<file path="src/rtl/dpram_burst_arbiter.sv">
`default_nettype none
// ============================================================================
// Module  : dpram_burst_arbiter
// Purpose : Round-robin burst arbiter sharing one DPRAM port between two
//           requesters; sequences per-beat address/strobe/data and read valid.
// Revision: 1.0 - initial release
// ============================================================================
module dpram_burst_arbiter #(
  parameter int DATA_WIDTH    = 8,
  parameter int ADDR_WIDTH    = 6,
  parameter int MAX_BURST_LEN = 4,
  localparam int LEN_W        = (MAX_BURST_LEN > 1) ? $clog2(MAX_BURST_LEN) : 1
) (
  input  logic                  clk,
  input  logic                  rst,
  // requester 0
  input  logic                  req_valid_0,
  output logic                  req_ready_0,
  input  logic                  req_we_0,
  input  logic [ADDR_WIDTH-1:0] req_addr_0,
  input  logic [LEN_W-1:0]      req_len_0,
  input  logic [DATA_WIDTH-1:0] wdata_0,
  output logic                  wdata_take_0,
  output logic [DATA_WIDTH-1:0] rdata_0,
  output logic                  rdata_valid_0,
  // requester 1
  input  logic                  req_valid_1,
  output logic                  req_ready_1,
  input  logic                  req_we_1,
  input  logic [ADDR_WIDTH-1:0] req_addr_1,
  input  logic [LEN_W-1:0]      req_len_1,
  input  logic [DATA_WIDTH-1:0] wdata_1,
  output logic                  wdata_take_1,
  output logic [DATA_WIDTH-1:0] rdata_1,
  output logic                  rdata_valid_1,
  // RAM port
  output logic                  ram_we,
  output logic [ADDR_WIDTH-1:0] ram_addr,
  output logic [DATA_WIDTH-1:0] ram_din,
  input  logic [DATA_WIDTH-1:0] ram_dout,
  // status
  output logic                  busy,
  output logic                  grant
);

  typedef enum logic [0:0] {
    S_IDLE  = 1'b0,
    S_BURST = 1'b1
  } state_t;

  state_t                  r_state;
  state_t                  w_state_nxt;

  logic                    r_we;
  logic                    r_owner;
  logic                    r_prio;
  logic                    r_rd_pend;
  logic                    r_rd_owner;
  logic [ADDR_WIDTH-1:0]   r_base;
  logic [LEN_W-1:0]        r_len;
  logic [LEN_W-1:0]        r_beat;

  logic                    w_sel;
  logic                    w_any_valid;
  logic                    w_accept;
  logic                    w_ready_0;
  logic                    w_ready_1;
  logic                    w_busy;
  logic                    w_last;
  logic [ADDR_WIDTH-1:0]   w_addr;

  assign w_any_valid = req_valid_0 | req_valid_1;
  assign w_busy      = (r_state == S_BURST);
  assign w_last      = (r_beat == r_len);
  assign w_addr      = r_base + ADDR_WIDTH'(r_beat);

  // A lone requester always wins; under contention r_prio names the one not granted last.
  always_comb begin
    w_sel = r_prio;
    if (req_valid_0 && !req_valid_1) begin
      w_sel = 1'b0;
    end else if (req_valid_1 && !req_valid_0) begin
      w_sel = 1'b1;
    end
  end

  // Next-state and handshake decode. Ready is held low while rst is high so a
  // request cannot be handshaked on a cycle whose state update is discarded.
  always_comb begin
    w_state_nxt = r_state;
    w_accept    = 1'b0;
    w_ready_0   = 1'b0;
    w_ready_1   = 1'b0;
    case (r_state)
      S_IDLE: begin
        if (!rst && w_any_valid) begin
          w_accept    = 1'b1;
          w_ready_0   = ~w_sel;
          w_ready_1   = w_sel;
          w_state_nxt = S_BURST;
        end
      end
      S_BURST: begin
        if (w_last) begin
          w_state_nxt = S_IDLE;
        end
      end
      default: w_state_nxt = S_IDLE;
    endcase
  end

  always_ff @(posedge clk) begin
    if (rst) begin
      r_state <= S_IDLE;
    end else begin
      r_state <= w_state_nxt;
    end
  end

  always_ff @(posedge clk) begin
    if (rst) begin
      r_we       <= 1'b0;
      r_owner    <= 1'b0;
      r_prio     <= 1'b0;
      r_base     <= '0;
      r_len      <= '0;
      r_beat     <= '0;
      r_rd_pend  <= 1'b0;
      r_rd_owner <= 1'b0;
    end else begin
      // Registered RAM read: data for this beat returns on the next cycle.
      r_rd_pend  <= w_busy & ~r_we;
      r_rd_owner <= r_owner;
      if (w_accept) begin
        r_we    <= w_sel ? req_we_1   : req_we_0;
        r_base  <= w_sel ? req_addr_1 : req_addr_0;
        r_len   <= w_sel ? req_len_1  : req_len_0;
        r_owner <= w_sel;
        r_beat  <= '0;
      end else if (w_busy) begin
        r_beat <= r_beat + LEN_W'(1);
        if (w_last) begin
          r_prio <= ~r_owner;
        end
      end
    end
  end

  assign req_ready_0   = w_ready_0;
  assign req_ready_1   = w_ready_1;

  assign ram_we        = w_busy & r_we;
  assign ram_addr      = w_addr;
  assign ram_din       = r_owner ? wdata_1 : wdata_0;

  assign wdata_take_0  = ram_we & ~r_owner;
  assign wdata_take_1  = ram_we &  r_owner;

  assign rdata_0       = ram_dout;
  assign rdata_1       = ram_dout;
  assign rdata_valid_0 = r_rd_pend & ~r_rd_owner;
  assign rdata_valid_1 = r_rd_pend &  r_rd_owner;

  assign busy          = w_busy;
  assign grant         = r_owner;

endmodule
`default_nettype wire
</file>
<file path="config.mk">
export PLATFORM = sky130hd
export DESIGN_NAME = dpram_burst_arbiter
export DESIGN_NICKNAME = d
export VERILOG_FILES = /design/src/rtl/dpram_burst_arbiter.sv
export SDC_FILE = /design/constraint.sdc
export NUM_CORES = 1
export LEC_CHECK = 0
export ABC_AREA = 1
export CAP_MARGIN = 40
export CORE_ASPECT_RATIO = 1.4
export CORE_MARGIN = 10
export CORE_UTILIZATION = 60
export DETAILED_ROUTE_END_ITERATION = 8
export DONT_BUFFER_PORTS = 1
export PLACE_DENSITY = 0.76
export SKIP_LAST_GASP = 1
export SYNTH_ARGS = -nofsm -noshare
export SYNTH_HDL_FRONTEND = slang
export SYNTH_SLANG_ARGS = --single-unit
export TNS_END_PERCENT = 1
</file>
<file path="constraint.sdc">
create_clock -name clk -period 4.1 [get_ports clk]
set_input_delay 0.82 -clock clk [delete_from_list [all_inputs] [get_ports clk]]
set_output_delay 0.82 -clock clk [all_outputs]
set_load 0.03 [all_outputs]
</file>
# == Word level (Yosys, flattened, before mapping) ==
# Cells that the tools add are included.
# op_classes
add_sub_neg,2
n_eq_ne,1
muxes,14
bitwise,13
reduce_logical,8
# ops
operator,count
$mux 1,10
$mux 8,1
$add 6x2->6,1
$and 1x1->1,6
$mux 6,1
$not 1->1,6
$logic_and 1x1->1,3
$logic_not 1->1,3
$reduce_and 3->1,1
$add 2x1->2 const B,1
$eq 2x2->1,1
$mux 2,1
$pmux 1 s2,1
$reduce_or 2->1,1
$or 1x1->1,1
# totals
regBits,16
input_bits,46
output_inout_bits,39
wordCells,47

# == Depth between registers and ports, before layout ==
# Gate-level depths: netlist of the first run.
# logic_depth
word_depth,7
depth_mapped,7
ltp_nobuf,7

# == Worst setup path after synthesis of the first run ==
# OpenSTA, ideal clock, no wires.
# synth_timing
path_type,input to output
startpoint,input req_valid_1
endpoint,output req_ready_0
arrival_ps,1597
required_ps,3280
slack_ps,1683
cell_stages,5
n_path_buf,1
cell_sequence,nor2_1 nor2_2 nand2_4 buf_12 nor2_1
# synth_between
elab_chain_cells,6
elab_cells_between_ends,10
cone_classes,mux (4); bitwise (2); reduce/logical (4)
# synth_rtl
element,line_no,rtl
start: declaration,27,"input logic req_valid_1,"
$logic_and 1x1->1 / $logic_not 1->1 (equally long branches),"82, 80",
$mux 1 / $logic_and 1x1->1 (equally long branches),"82, 80",
$mux 1,80,if (req_valid_0 && !req_valid_1) begin
$not 1->1,98,w_ready_0 = ~w_sel;
$mux 1 (*),96,if (!rst && w_any_valid) begin
$mux 1 (*),94,case (r_state)
end: declaration,18,"output logic req_ready_0,"
# Mark *: on every way between the ends. The rest lies on a longest branch, timed or not.

# == Worst setup path in the final report of the first run ==
# layout_timing
startpoint,register r_beat[0]
endpoint,output ram_addr[4]
# layout_between
elab_chain_cells,1
# layout_rtl
element,line_no,rtl
start: declaration,61,logic [LEN_W-1:0] r_beat;
start signal: assignment,141,r_beat <= r_beat + LEN_W'(1);
$add 6x2->6,75,assign w_addr = r_base + ADDR_WIDTH'(r_beat);
end: declaration,38,"output logic [ADDR_WIDTH-1:0] ram_addr,"
# Every way passes these cells.

==> results of run 1 <==
[worst max-delay path: cells and delay by family (launching register included)]
| family | cells | cell delay, ns |
|---|---|---|
| XOR/XNOR | 1 | 0.61 |
| adder cells (fa/ha/maj) | 2 | 0.42 |
| flip-flops | 1 | 0.42 |
| AND/OR/NAND/NOR | 1 | 0.10 |
[where the power goes]
group | switching, W | internal, W | total (W)
sequential | 0.0000207 | 0.000169 | 0.000189
combinational | 0.0000930 | 0.0000331 | 0.000126
clock | 0.0000478 | 0.0000342 | 0.0000819
[final timing paths]
path | endpoint | slack (ns) | cells after the start
worst max register to register | grant | 2.64 | 5
worst min-delay path | r_rd_pend | 0.46 | 1
worst min register to register | r_rd_pend | 0.46 | 1
worst max-delay path | ram_addr[4] | 1.43 | 4
[sequential cells by signal (all words and copies together), names as in the netlist]
signal      count
r_base          6
r_beat          2
r_len           2
busy            1
grant           1
r_prio          1
r_rd_owner      1
r_rd_pend       1
r_we            1
[stage by stage]
step | setup WS, ns | power [W]
final | 1.434 | 0.0003974
after floorplan | 1.683 | 0.0003390
after global routing | 1.311 | 0.0004225
after global placement | 1.606 | 0.0003177
after detailed placement | 1.589 | 0.0003210
after CTS | 1.413 | 0.0004017
[kinds of logic after synthesis]
| logic type | after synthesis | share of synthesized area [%] |
|---|---|---|
| simple gates | 104 | 39.33 |
| buf+inv | 30 | 16.79 |
| flops | 16 | 27.74 |
| compound gates | 10 | 6.933 |
| xor+xnor | 7 | 5.309 |
| fa+ha+maj | 3 | 3.900 |
[placed cells by master, fill, tap and decap left out, types with 2 or more instances in the layout]
master,count
a21oi_2,8
clkbuf_4,3
dfxtp_1,16
ha_1,2
inv_1,9
nand2_1,65
nand2_2,10
nand2_4,2
nand3_1,14
nor2_1,11
xnor2_1,4
xor2_1,3
[final cells by class]
cell class                      count  area [sq um]  area share (%)
Tap cell                           20         25.02           2.389
Multi-Input combinational cell    124         640.6           61.17
Sequential cell                    16         320.3           30.59
Clock buffer                        3         22.52           2.151
Inverter                           10         38.79           3.704
[routing by layer]
metal / up-vias / routed length, um / GRT usage, %
li1: 479 / - / -
met1: 395 / 1006 / 12.24
met2: 52 / 1252 / 20.80
met3: 6 / 332 / 6.272
met4: 0 / 59 / 7.330
met5: - / 0 / 0
==> metrics.md, run 1 <==
| Metric | Value |
|---|---|
| GRT overflow | `0` |
| Skew final | `0.003299 ns` |
| Minimum clock period | `2.666 ns` |
| Post-synthesis sequential area ratio | `27.74%` |
| Hold_buf cts | `0` |
| Kind of end point of the critical path | `output pin` |
| Dominant cells by area after synthesis | `dfxtp_1 28%, nand2_1 21%, buf_4 10%` |
| Ys async rst share | `0%` |
| Final instance area | `0.001047 sq mm` |
| RSZ-0062 raised after global routing | `no` |
| EDFF count, synth | `0` |
| Commonest cells post-synth | `65 x nand2_1, 16 x buf_4, 16 x dfxtp_1, 14 x nand3_1, 11 x nor2_1` |
| Port bufs | `0` |
| Max clock buf depth | `2` |
| Final Non-Filler Cells | `173` |
| Worst path slowest cell | `xnor2_1` |
| Power Density | `379.5 mW/mm^2` |
| Synth warnings | `0` |
| Max Cap Violations | `0` |
| Worst-path maximum fanout | `4` |
| Critical R2R Launch | `busy` |
| Worst Setup Start Kind | `register` |
| Worst Tran Pin Value | `0.7446 ns` |
| Die Y | `71.91 um` |
| H-tree depth reported by CTS | `1` |
| PostCTS Resize Cnt | `0` |
| Largest net degree at the start of global routing | `14` |
| # IOs | `85` |
| Starting Density | `64.10%` |
| DRT Wirelength | `2650 um` |
| Site Rows | `18` |
| Die W | `57.08 um` |
| TritonRoute pass-1 iters | `4` |
| Diode count | `0` |
| Synth Register Bits | `16` |
| Tightest Hold Check Type | `register to register` |
| CP Class | `register to output pin` |
| CP Data Required Time | `3.28 ns` |
| CTS buffer count | `3` |
| Slowest stage delay, CP | `0.61 ns` |
| Setup_tns | `0 ns` |
| Leakage | `0.5313 nW` |
| Synth Instances | `170` |
| DR WL/cell | `15.32 um` |
| Post-synth top area cell | `dfxtp_1` |
| Worst VDD drop | `0.0002141 V` |
| HPWL Detailed | `2264 um` |
| Crit-path cells | `ha_1 > fa_1 > nand3_1 > xnor2_1` |
| Clock Latency Late Sink | `0.29 ns` |
| Syn avg cell area | `6.793 sq um` |
| Via density | `5.387` |
| Most frequent cell after synthesis | `nand2_1` |
| Fin crit share | `65.03%` |
| CP Launch Point | `r_beat[0]` |
| Layout overhead on the synthesized area | `-9.318%` |
| Dpl cell area | `0.001025 sq mm` |
| Syn_nets | `219` |
| Hold_sp | `r_we` |
| Fin nets | `204` |
| Final core utilization | `58.13%` |
| Core Footprint | `0.001802 sq mm` |
| First-pass GRT wire length | `4278 um` |
| Die Area | `0.004105 sq mm` |
| Hold_ws | `0.4587 ns` |
| Share of layout cells above drive strength 1 | `16.34%` |
| Fill cell count | `168` |
| CTS tree | `yes` |
| CTS clk-pin slew, worst paths | `0.09 ns` |
| # Post-CTS Setup Buffers | `0` |
| Number of global-route vias before repair | `966` |
| Synth cell types | `20` |
| Final Hold Viols | `0` |
| Pins Over Slew Limit | `0` |
| DP Cell Count | `170` |
| Share of the synthesized area in the top cell type | `27.74%` |
| Status | `finished, final reports clean` |
| Fmax | `375.1 MHz` |
| Drt drc | `0` |
| DR vias | `932` |
| Overall Global Routing Usage | `12.53%` |
| Syn Std Cell Area | `0.001155 sq mm` |
| Setup violators final | `0` |
| Ys flop type | `dfxtp_1` |
| Antenna violations before repair | `0` |
| Antenna Violating Nets Remaining | `0` |
| TritonCTS sink count | `16` |
| Root buf cell | `clkbuf_4` |
| GP Congestion | `0.7810` |
| DRT iter0 DRCs | `20` |
| Relative slew slack | `50.00%` |
| WP data arrival | `1.85 ns` |
No activity file was read; power rests on OpenSTA's default activity.
==> inputs of run 2 (changes only) <==
- ABC_AREA: 1 -> 0
- clock period: 4.1 -> 2.8 ns (I/O delays scaled with it)
==> run 2 against run 1 <==
- register-to-register slack got worse by 1.5 ns
- critical path type unchanged
- cell count decreased by 26%
- setup slack got worse by 1.0 ns
==> metrics.md, run 2 <==
| Metric | Value |
|---|---|
| Syn_nets | `171` |
| DR WL/cell | `18.71 um` |
| PostCTS Resize Cnt | `0` |
| Reg power frac | `44.8%` |
| Most frequent cells in the layout | `18 x nor2_1, 16 x dfxtp_1, 11 x mux2i_1` |
| CTS tree | `yes` |
| Synth warnings | `0` |
| Synth cell types | `29` |
| # Post-CTS Setup Buffers | `0` |
| RSZ-0062 raised after global routing | `no` |
| Port bufs | `0` |
| Pins Over Slew Limit | `0` |
| Syn avg cell area | `8.943 sq um` |
| Layout overhead on the synthesized area | `-6.881%` |
| DRT iter0 DRCs | `3` |
| Die Y | `70.46 um` |
| Relative slew slack | `54.36%` |
| Commonest non-fill, non-tap cell in the layout | `nor2_1` |
| # IOs | `85` |
| Status | `finished, final reports clean` |
| GRT overflow | `0` |
| Max Cap Violations | `0` |
| Setup_tns | `0 ns` |
| Share of layout cells above drive strength 1 | `17.59%` |
| Post-synthesis sequential area ratio | `29.36%` |
| First-pass GRT wire length | `3836 um` |
| Sw frac | `36.29%` |
| Antenna violations before repair | `0` |
| Worst path slowest cell | `xor2_1` |
| Critical path's top delay family | `adder cells` |
| CP Data Required Time | `2.24 ns` |
| Ys flop type | `dfxtp_1` |
| Fmax | `414.7 MHz` |
| Dominant cells by area after synthesis | `dfxtp_1 29%, buf_4 11%, mux2i_1 10%` |
| Worst Tran Pin Value | `0.6823 ns` |
| Skew final | `0.002621 ns` |
| Syn Std Cell Area | `0.001091 sq mm` |
| Antenna Violating Nets Remaining | `0` |
| Largest net degree at the start of global routing | `18` |
| Max clock buf depth | `2` |
| FF-to-FF End | `r_prio` |
| Final Hold Viols | `0` |
| Fill cell count | `162` |
| Site Rows | `18` |
| Hold EP | `r_rd_owner` |
| Total power | `0.0006324 W` |
| EDFF count, synth | `0` |
| Most flop-heavy register | `r_base` |
| Clock Latency Late Sink | `0.28 ns` |
| HPWL Detailed | `2010 um` |
| Critical R2R Launch | `busy` |
| TritonRoute pass-1 iters | `2` |
| TritonCTS sink count | `16` |
| Die Area | `0.003948 sq mm` |
| Switch Pwr | `0.0002295 W` |
| Die W | `56.04 um` |
| WP buf/inv | `0` |
| Minimum clock period | `2.411 ns` |
| Hold_buf cts | `0` |
| Final worst slack | `0.3885 ns` |
| Worst VDD drop | `0.0003705 V` |
| Fin crit share | `86.12%` |
| CTS clk-pin slew, worst paths | `0.09 ns` |
| Synth Instances | `122` |
| Diode count | `0` |
| Largest register FFs | `6` |
| Ys async rst share | `0%` |
| Dpl ws | `0.6932 ns` |
| Fin nets | `158` |
| Slowest stage delay, CP | `0.57 ns` |
| GP Congestion | `0.7828` |
| Setup violators final | `0` |
| Largest regs | `r_base x6, r_beat x2, r_len x2` |
| Synth Register Bits | `16` |
| Clk pwr share | `23.6%` |
| Root buf cell | `clkbuf_4` |
| Core Footprint | `0.001757 sq mm` |
| Hold_ws | `0.3342 ns` |
| Number of global-route vias before repair | `771` |
| Crit-path cells | `ha_1 > fa_1 > xor2_1` |
| Via density | `5.969` |
| Overall Global Routing Usage | `11.57%` |
| P_int | `0.0004029 W` |
| Post-synth top area cell | `dfxtp_1` |
| DRT Wirelength | `2395 um` |
| WP data arrival | `1.85 ns` |
| Flop2flop setup slack | `1.18 ns` |
| Reg2reg path depth | `4` |
| Hold_sp | `rst` |
| Drt drc | `0` |
| Commonest cells post-synth | `18 x nor2_1, 16 x buf_4, 16 x dfxtp_1, 11 x mux2i_1, 9 x a211oi_1` |
| H-tree depth reported by CTS | `1` |
| Kind of end point of the critical path | `output pin` |
| CTS buffer count | `3` |
| Combinational share of power | `31.6%` |
| Worst Setup Start Kind | `register` |
| Starting Density | `62.11%` |
| Tightest Hold Check Type | `input pin to register` |
| Worst-path maximum fanout | `4` |
| DR vias | `764` |
| Final Non-Filler Cells | `128` |
| Leakage | `0.4654 nW` |
| Power Density | `622.4 mW/mm^2` |
| Share of the synthesized area in the top cell type | `29.36%` |
| Hold Crit Depth | `1` |
| Most frequent cell after synthesis | `nor2_1` |
| CP Class | `register to output pin` |
| DP Cell Count | `124` |
## run 2: through the flow
step                instance area, sq um  util (%)
floorplan                           1091         -
global placement                   979.7     55.77
detailed placement                 979.7     55.77
CTS                                 1016     57.83
global route                        1016     57.83
finish                              1016     57.83
## run 2: cell families after synthesis
family | count (synthesis) | synth area share, %
adders and majority gates | 4 | 5.389
xor gates and xnor gates | 7 | 5.619
AOI/OAI and AO/OA | 15 | 9.174
buffers and inverters | 28 | 17.32
and+or+nand+nor | 33 | 14.79
DFF | 16 | 29.36
muxes | 19 | 18.35
## run 2: worst max path at each step
stage                      startpoint          end  slack, ns  depth (start not counted)
after floorplan             r_beat[1]  ram_addr[5]       0.73                          5
after global placement    req_valid_1  req_ready_1       0.73                          3
after detailed placement    r_beat[0]  ram_addr[2]       0.69                          3
after CTS                   r_beat[0]  ram_addr[2]       0.37                          3
after global routing        r_beat[0]  ram_addr[2]       0.32                          3
final                       r_beat[0]  ram_addr[2]       0.39                          3
## run 2: layout make-up
class,count,area (sq um),share of cell area (%)
clock buffers,4,36.28,3.571
inverters,6,22.52,2.217
multi-input cells,78,581.8,57.27
flip-flops and latches,16,320.3,31.53
well taps,20,25.02,2.463
repair buffers,4,30.03,2.956
## run 2: worst reg2reg max path: stages, from the launching register on
cell and delay [ns]:
dfxtp_1 0.76, inv_1 0.18, nor3_1 0.27, mux2i_1 0.24
nor2_1 0.06
## run 2: layer usage
layer	share of wire, %	global-route usage [%]	vias up	wire, um
met1	34	10.53	334	820
met4	1.3	4.290	0	30
met5	0	0	-	0
met3	15	7.414	4	371
li1	-	-	370	-
met2	49	20.02	56	1173
## run 2: power groups by stage
stage          clock, W  sequential, W  combinational (W)
2_1_floorplan         0       0.000281           0.000232
3_3_place_gp          0       0.000288           0.000200
6_report       0.000149       0.000283           0.000200
4_1_cts        0.000155       0.000284           0.000204
3_5_place_dp          0       0.000289           0.000203
5_1_grt        0.000163       0.000288           0.000217
